<file path="config.mk">
export PLATFORM = sky130hd
export DESIGN_NAME = mult_arbiter_flat
export DESIGN_NICKNAME = d
export VERILOG_FILES = /design/src/rtl/mult_arbiter_if.sv /design/src/rtl/mult_arbiter.sv /design/src/flat_wrapper.sv
export SDC_FILE = /design/constraint.sdc
export NUM_CORES = 1
export LEC_CHECK = 0
export ABC_AREA = 0
export BUFFER_PORTS_ARGS = -buffer_cell sky130_fd_sc_hd__buf_2
export CORE_UTILIZATION = 55
export CTS_CLUSTER_DIAMETER = 30
export DETAILED_ROUTE_END_ITERATION = 10
export PLACE_DENSITY = 0.74
export SYNTH_ARGS = -nofsm -noshare
export SYNTH_HDL_FRONTEND = slang
export SYNTH_SLANG_ARGS = --single-unit
</file>
<file path="constraint.sdc">
create_clock -name i_clk -period 7.8 [get_ports i_clk]
set_clock_uncertainty 0.2 [all_clocks]
set_input_delay 0.78 -clock i_clk [delete_from_list [all_inputs] [get_ports i_clk]]
set_output_delay 0.78 -clock i_clk [all_outputs]
set_load 0.005 [all_outputs]
</file>
<file path="src/rtl/mult_arbiter_if.sv">
// mult_arbiter_if: request/grant and result bus between effect stages and mult_arbiter
//   master : requester side  (drives i_req, i_a, i_b; sees o_gnt, o_valid, o_id, o_data)
//   slave  : arbiter side    (sees i_req, i_a, i_b; drives o_gnt, o_valid, o_id, o_data)
//   i_req   NUM_REQ          request bit per requester
//   i_a/i_b NUM_REQ*DATA_W   signed operands, slice k = [k*DATA_W +: DATA_W]
//   o_gnt   NUM_REQ          one-hot grant pulse
//   o_valid 1                o_data/o_id valid
//   o_id    $clog2(NUM_REQ)  owner of o_data
//   o_data  DATA_W           signed (A*B) >>> FRAC
interface mult_arbiter_if #(
    parameter int NUM_REQ = 4,
    parameter int DATA_W  = 16
) ();
    localparam int ID_W = $clog2(NUM_REQ);
    logic [NUM_REQ-1:0]        i_req;
    logic [NUM_REQ*DATA_W-1:0] i_a;
    logic [NUM_REQ*DATA_W-1:0] i_b;
    logic [NUM_REQ-1:0]        o_gnt;
    logic                      o_valid;
    logic [ID_W-1:0]           o_id;
    logic [DATA_W-1:0]         o_data;
    modport master (output i_req, i_a, i_b, input o_gnt, o_valid, o_id, o_data);
    modport slave  (input i_req, i_a, i_b, output o_gnt, o_valid, o_id, o_data);
endinterface

</file>
<file path="src/rtl/mult_arbiter.sv">
// mult_arbiter: round-robin arbiter feeding one shared signed Q1.15 multiply-shift pipeline
//   i_clk    clock
//   i_rst_n  asynchronous active-low reset
//   bus      mult_arbiter_if.slave (requests, operands, grants, tagged results)
//   Latency: o_valid rises two cycles after the matching o_gnt pulse.
//   Option: define MULT_ARB_SAT_EN to clamp results to the DATA_W signed range;
//           otherwise the shifted product is truncated to DATA_W bits.
module mult_arbiter #(
    parameter int NUM_REQ = 4,
    parameter int DATA_W  = 16,
    parameter int FRAC    = 15
) (
    input logic           i_clk,
    input logic           i_rst_n,
    mult_arbiter_if.slave bus
);
    localparam int ID_W = $clog2(NUM_REQ);

    logic [NUM_REQ-1:0]         eligible, gnt_q, gnt_d;
    logic [ID_W-1:0]            rr_ptr_q, rr_ptr_d, win;
    logic [ID_W:0]              idx;
    logic                       found;
    logic signed [DATA_W-1:0]   a_sel, b_sel, s1_a_q, s1_a_d, s1_b_q, s1_b_d;
    logic [ID_W-1:0]            s1_id_q, s1_id_d, s2_id_q, s2_id_d, id_q, id_d;
    logic                       s1_v_q, s1_v_d, s2_v_q, s2_v_d, valid_q, valid_d;
    logic signed [2*DATA_W-1:0] s2_p_q, s2_p_d;
    logic [DATA_W-1:0]          data_sel, data_q, data_d;

    // Scan from the highest offset down so the lowest offset from rr_ptr wins.
    // A requester granted on the previous edge is masked out for this one.
    always_comb begin
        eligible = bus.i_req & ~gnt_q;
        found    = 1'b0;
        win      = '0;
        idx      = '0;
        for (int i = NUM_REQ - 1; i >= 0; i--) begin
            idx = {1'b0, rr_ptr_q} + (ID_W+1)'(i);
            if (idx >= (ID_W+1)'(NUM_REQ)) idx = idx - (ID_W+1)'(NUM_REQ);
            if (eligible[idx[ID_W-1:0]]) begin
                found = 1'b1;
                win   = idx[ID_W-1:0];
            end
        end
    end

    always_comb begin
        a_sel = '0;
        b_sel = '0;
        for (int i = 0; i < NUM_REQ; i++) begin
            if (win == ID_W'(i)) begin
                a_sel = bus.i_a[i*DATA_W +: DATA_W];
                b_sel = bus.i_b[i*DATA_W +: DATA_W];
            end
        end
    end

`ifdef MULT_ARB_SAT_EN
    localparam logic signed [2*DATA_W-1:0] MAX_V = {{(DATA_W+1){1'b0}}, {(DATA_W-1){1'b1}}};
    localparam logic signed [2*DATA_W-1:0] MIN_V = {{(DATA_W+1){1'b1}}, {(DATA_W-1){1'b0}}};
    logic signed [2*DATA_W-1:0] shifted;
    always_comb begin
        shifted  = s2_p_q >>> FRAC;
        data_sel = shifted > MAX_V ? MAX_V[DATA_W-1:0] :
                   shifted < MIN_V ? MIN_V[DATA_W-1:0] : shifted[DATA_W-1:0];
    end
`else
    always_comb data_sel = DATA_W'(s2_p_q >>> FRAC);
`endif

    always_comb begin
        gnt_d    = found ? {{(NUM_REQ-1){1'b0}}, 1'b1} << win : '0;
        rr_ptr_d = !found ? rr_ptr_q : (win == ID_W'(NUM_REQ - 1)) ? '0 : win + 1'b1;
        s1_v_d   = found;
        s1_id_d  = found ? win : s1_id_q;
        s1_a_d   = found ? a_sel : s1_a_q;
        s1_b_d   = found ? b_sel : s1_b_q;
        s2_v_d   = s1_v_q;
        s2_id_d  = s1_id_q;
        s2_p_d   = s1_a_q * s1_b_q;
        valid_d  = s2_v_q;
        id_d     = s2_v_q ? s2_id_q : id_q;
        data_d   = s2_v_q ? data_sel : data_q;
    end

    always_ff @(posedge i_clk or negedge i_rst_n) begin
        if (!i_rst_n) begin
            gnt_q    <= '0;
            rr_ptr_q <= '0;
            s1_v_q   <= 1'b0;
            s1_id_q  <= '0;
            s1_a_q   <= '0;
            s1_b_q   <= '0;
            s2_v_q   <= 1'b0;
            s2_id_q  <= '0;
            s2_p_q   <= '0;
            valid_q  <= 1'b0;
            id_q     <= '0;
            data_q   <= '0;
        end else begin
            gnt_q    <= gnt_d;
            rr_ptr_q <= rr_ptr_d;
            s1_v_q   <= s1_v_d;
            s1_id_q  <= s1_id_d;
            s1_a_q   <= s1_a_d;
            s1_b_q   <= s1_b_d;
            s2_v_q   <= s2_v_d;
            s2_id_q  <= s2_id_d;
            s2_p_q   <= s2_p_d;
            valid_q  <= valid_d;
            id_q     <= id_d;
            data_q   <= data_d;
        end
    end

    assign bus.o_gnt   = gnt_q;
    assign bus.o_valid = valid_q;
    assign bus.o_id    = id_q;
    assign bus.o_data  = data_q;
endmodule
</file>
<file path="src/flat_wrapper.sv">
// flat-port wrapper written by rule: the top's interface ports become plain ports
module mult_arbiter_flat 
#(
    parameter int NUM_REQ = 4,
    parameter int DATA_W  = 16,
    parameter int FRAC    = 15
)
  (i_clk, i_rst_n, bus_i_req, bus_i_a, bus_i_b, bus_o_gnt, bus_o_valid, bus_o_id, bus_o_data);
  mult_arbiter_if #(.NUM_REQ(NUM_REQ), .DATA_W(DATA_W)) bus_i ();
  input logic i_clk;
  input logic i_rst_n;
  input wire logic [$bits(bus_i.i_req)-1:0] bus_i_req;
  input wire logic [$bits(bus_i.i_a)-1:0] bus_i_a;
  input wire logic [$bits(bus_i.i_b)-1:0] bus_i_b;
  output wire logic [$bits(bus_i.o_gnt)-1:0] bus_o_gnt;
  output wire logic [$bits(bus_i.o_valid)-1:0] bus_o_valid;
  output wire logic [$bits(bus_i.o_id)-1:0] bus_o_id;
  output wire logic [$bits(bus_i.o_data)-1:0] bus_o_data;
  assign bus_i.i_req = bus_i_req;
  assign bus_i.i_a = bus_i_a;
  assign bus_i.i_b = bus_i_b;
  assign bus_o_gnt = bus_i.o_gnt;
  assign bus_o_valid = bus_i.o_valid;
  assign bus_o_id = bus_i.o_id;
  assign bus_o_data = bus_i.o_data;
  mult_arbiter #(.NUM_REQ(NUM_REQ), .DATA_W(DATA_W), .FRAC(FRAC)) u_core (.i_clk(i_clk), .i_rst_n(i_rst_n), .bus(bus_i));
endmodule
</file>
Word level (Yosys, flattened, before mapping)
Index checks and enable logic that the tools add are counted.
{"block": "totals", "register_bits": 94, "in_bits": 134}
{"block": "op_classes", "addsub": 8, "multipliers": 1, "magnitude_cmp": 8, "eq_ne": 3, "shifts": 1, "muxes": 30, "n_bitwise": 2, "reduce_logical": 1}
{"cell": "16-bit 2-to-1 mux", "n": 8}
{"cell": "16-bit by 16-bit multiplier with 31-bit output", "n": 1}
{"cell": "2-bit 2-to-1 mux", "n": 9}
{"cell": "2-bit by 3-bit < comparator with 1-bit output (second input constant)", "n": 4}
{"cell": "3-bit >= comparator (second input constant)", "n": 3}
{"cell": "1-bit binary-select mux with 2-bit select", "n": 4}
{"cell": "1-bit 2-to-1 mux", "n": 8}
{"cell": "2-bit by 1-bit subtractor with 2-bit output (second input constant)", "n": 4}
{"cell": "2-bit by 2-bit adder with 3-bit output (second input constant)", "n": 2}
{"cell": "4-bit bitwise AND", "n": 1}
{"cell": "2-bit equality test (second input constant)", "n": 2}
{"cell": "4-bit 2-to-1 mux", "n": 1}
{"cell": "4-bit NOT", "n": 1}
{"cell": "1-bit by 2-bit << shifter with 4-bit output (first input constant)", "n": 1}
{"cell": "2-bit by 1-bit adder with 3-bit output (second input constant)", "n": 1}
{"cell": "2-bit by 3-bit >= comparator with 1-bit output (second input constant)", "n": 1}
{"cell": "2-bit by 1-bit adder with 2-bit output (second input constant)", "n": 1}
{"cell": "2-bit by 1-bit equality test with 1-bit output (second input constant)", "n": 1}
{"cell": "2-bit logical NOT", "n": 1}

Logic depth before layout (Yosys ltp)
{"block": "depth", "depth_word": 14, "ltp_mapped": 23}

Worst setup path before layout
Ideal clock, no wire load.
{"block": "synth_path", "path_type": "reg2reg", "from": "reg u_core.s1_a_q[15]", "to": "reg u_core.s2_p_q[25]", "t_arrival_ns": 5.691, "required_ns": 7.474, "path_slack_ns": 1.783, "path_stages_with_launch": 23, "path_buffers": 2, "synth_period_minus_slack_ns": 6.017, "cell_sequence": "dfrtp_1 -> clkbuf_1 -> clkbuf_1 -> nand2_1 -> inv_1 -> fa_1 -> inv_1 -> fa_1 -> fa_1 -> inv_1 -> fa_1 -> fa_1 -> inv_1 -> fa_1 -> inv_1 -> ha_1 -> nand2_1 -> a2111oi_4 -> o2111ai_1 -> o21a_4 -> a31oi_4 -> nor4_2 -> a311o_1"}
{"block": "synth_via", "elab_chain_cells": 1}
{"item": "start: declaration", "line": "mult_arbiter.sv:23", "source": "logic signed [DATA_W-1:0] a_sel, b_sel, s1_a_q, s1_a_d, s1_b_q, s1_b_d;"}
{"item": "start signal: assignment", "line": "mult_arbiter.sv:91", "source": "s1_a_q <= '0;"}
{"item": "start signal: assignment", "line": "mult_arbiter.sv:104", "source": "s1_a_q <= s1_a_d;"}
{"item": "16-bit by 16-bit multiplier with 31-bit output", "line": "mult_arbiter.sv:79", "source": "s2_p_d = s1_a_q * s1_b_q;"}
{"item": "net u_core.s2_p_d[25]", "line": "mult_arbiter.sv:26", "source": "logic signed [2*DATA_W-1:0] s2_p_q, s2_p_d;"}
{"item": "end signal: assignment", "line": "mult_arbiter.sv:108", "source": "s2_p_q <= s2_p_d;"}
{"item": "end: declaration", "line": "mult_arbiter.sv:26"}
The timed path passes the listed nets, and every way through them passes these cells.
A chain may end at the register's enable or synchronous reset.

Worst setup path after layout
Same ends and word-level chain as after synthesis.

==> impl_metrics.toml <==
[die]
die_width_um = 155.8
die-area_um2 = 24270
core_um2 = 22920
die_y_um = 155.8
start_util_pct = 56.76
ios = 157
num_rows = 55

[place]
dp.cells = 1835
gp_congestion = 0.8807
hpwl_um = 24240
portBuffers = 156

[cts]
htreeDepth = 3
numCtsBuffers = 9
cts_root_buf = "clkbuf_16"
clock-sinks = 79
cts_setup_buffers = 0
cts-resized-gates = 0
clk_pin_slew_ns = 0.08
cts_hold_buffers = 0
tritoncts = "done"
cts_buffer_depth = 2
clk_latency_ns = 0.37

[cells_and_area]
layout_commonest_cell = "inv_1"
final_cells = 1851
area_delta_synth_final_pct = 9.571
layout_common_cells = "inv_1, fa_1, nand2_1"
drive_gt1_share_pct = 13.46
n_antenna_cell = 0
nNetsFinal = 2003
ff_latch_area_um2 = 1977
multi_input_area_um2 = 9637
fillers = 1958

[critical_path]
cp.required_ns = 7.85
startpoint_type = "register"
end_kind = "register"
critical_path_class = "register to register"
arrival_ns = 6.54
crit_start = "u_core.s1_a_q[15]$_DFFE_PN0P_"
path_max_fanout = 18
rr_startpoint = "u_core.s1_a_q[15]$_DFFE_PN0P_"

[timing]
drv_slew = 0
hold_viol = 0
setup_viol = 0
period_needed_ns = 6.492
fin_setup_tns_ns = 0
rsz0062_at_grt = "no"
period_share_pct = 83.23
relSlewSlack_pct = 14.20
max_freq_mhz = 154.0
tightest_slew_ns = 1.281

[drt]
wl_per_cell_um = 16.09
via_per_inst = 5.257
wl_um = 29780
drtPass1Iterations = 5
drc = 0
num_vias = 9730
antenna_left = 0
drt_iter0_markers = 419

[flow_run]
drv_cap = 0

[yosys]
ys_warn_count = 0
syn_inst = 1431
synth.area.top_cells = "fa_1, dfrtp_1, inv_1, ha_1, and2_1"
ys_seq_area_share_pct = 15.20
async_flop_share_pct = 100.0
ys_types = 48
synth_fp_nets = 1901
synth_ff_type = "dfrtp_1"
synth_seq_cells = 79
synth_area_um2 = 13010
avgSynthCellArea_um2 = 9.090
yosysTopAreaCellShare_pct = 39.25
synth_top_cell_by_area = "fa_1"
synth-edff-count = 0

[grt]
antenna_found_initial = 0
first_global_vias = 10527
grt_pass1_wl_um = 50720
grt_overflow = 0
track_usage_pct = 27.20
grt_max_degree = 80

[min_path]
hold_class = "register to register"
min_from = "u_core.s1_v_q$_DFF_PN0_"

[outcome]
outcome = "completed"
cell families after synthesis:
group                      count (synthesis)  synth area share (%)
DFF                                       79                 15.20
buffers and inverters                    375                 10.82
muxes                                     19                 1.635
and+or+nand+nor                          411                 14.67
AOI/OAI and AO/OA                        185                 8.888
adders and majority gates                336                 47.04
xor gates and xnor gates                  26                 1.751
area by class of cell:
| type | count | area share, % |
|---|---|---|
| multi-input cells | 977 | 67.61 |
| flip-flops and latches | 79 | 13.87 |
| inverters | 307 | 8.085 |
| repair buffers | 159 | 5.654 |
| well taps | 313 | 2.748 |
| clock buffers | 10 | 1.677 |
| clock inverters | 6 | 0.3512 |
synth_stat cells (6+ instances only):
cell      count
and2_1      118
fa_1        255
xnor2_1      22
a21oi_1      79
clkbuf_1     64
nor2b_1       9
dfrtp_1      79
nand2_1     171
nor3_1        6
ha_1         81
mux2_2       18
o21ai_0      42
inv_1       307
nor2_1       93
a22oi_1      33
final timing paths:
| path | cells after the start | slack (ns) | to |
|---|---|---|---|
| setup reg to reg | 18 | 1.31 | u_core.s2_p_q[25]$_DFF_PN0_ |
| setup / recovery | 18 | 1.31 | u_core.s2_p_q[25]$_DFF_PN0_ |
| hold / removal | 0 | 0.16 | u_core.s2_v_q$_DFF_PN0_ |
| min in group asynchronous | 1 | 0.39 | u_core.s1_v_q$_DFF_PN0_ |
| hold reg to reg | 0 | 0.16 | u_core.s2_v_q$_DFF_PN0_ |
| max in group asynchronous | 1 | 6.36 | u_core.bus.o_data[6]$_DFFE_PN0P_ |
per-stage QoR:
stage / hold slack (ns) / util, % / setup slack [ns] / area, um2
floorplan: 0.1312 / - / 1.783 / 13010
global placement: 0.1385 / 60.93 / 1.436 / 13960
detailed placement: 0.1418 / 60.93 / 1.331 / 13960
CTS: 0.1593 / 62.19 / 1.306 / 14250
global route: 0.1698 / 62.19 / 1.046 / 14250
finish: 0.1576 / 62.19 / 1.308 / 14250
worst max-delay path, stage by stage (launching register included):
cell       delay (ns)
dfrtp_1          0.80
nand2_1          0.20
inv_1            0.17
fa_1             0.54
fa_1             0.58
fa_1             0.46
fa_1             0.52
fa_1             0.50
inv_1            0.05
fa_1             0.49
inv_1            0.05
ha_1             0.34
nand2_1          0.13
a2111oi_4        0.28
o2111ai_1        0.19
o21a_4           0.28
a31oi_4          0.22
nor4_2           0.05
a311o_1          0.31
state kept, by name, summed over array words and instances, names as in the netlist:
register / cells
u_core.bus.o_valid: 1
u_core.s1_b_q: 16
u_core.s1_v_q: 1
u_core.s2_p_q: 16
u_core.rr_ptr_q: 2
u_core.s2_v_q: 1
u_core.bus.o_data: 16
u_core.bus.o_gnt: 4
u_core.s1_a_q: 16
u_core.s1_id_q: 2
u_core.bus.o_id: 2
u_core.s2_id_q: 2
layer usage:
layer / track usage, % / share of wire, % / up-vias / wire length (um)
met3: 4.139 / 4.3 / 70 / 1284
met5: 0 / 0 / - / 0
met2: 47.45 / 51 / 268 / 15230
met1: 33.43 / 41 / 4869 / 12120
li1: - / - / 4523 / -
met4: 12.00 / 3.9 / 0 / 1154
Power is not shown: default switching activity piles up to over one toggle a cycle in this logic, so the estimate is an artifact.
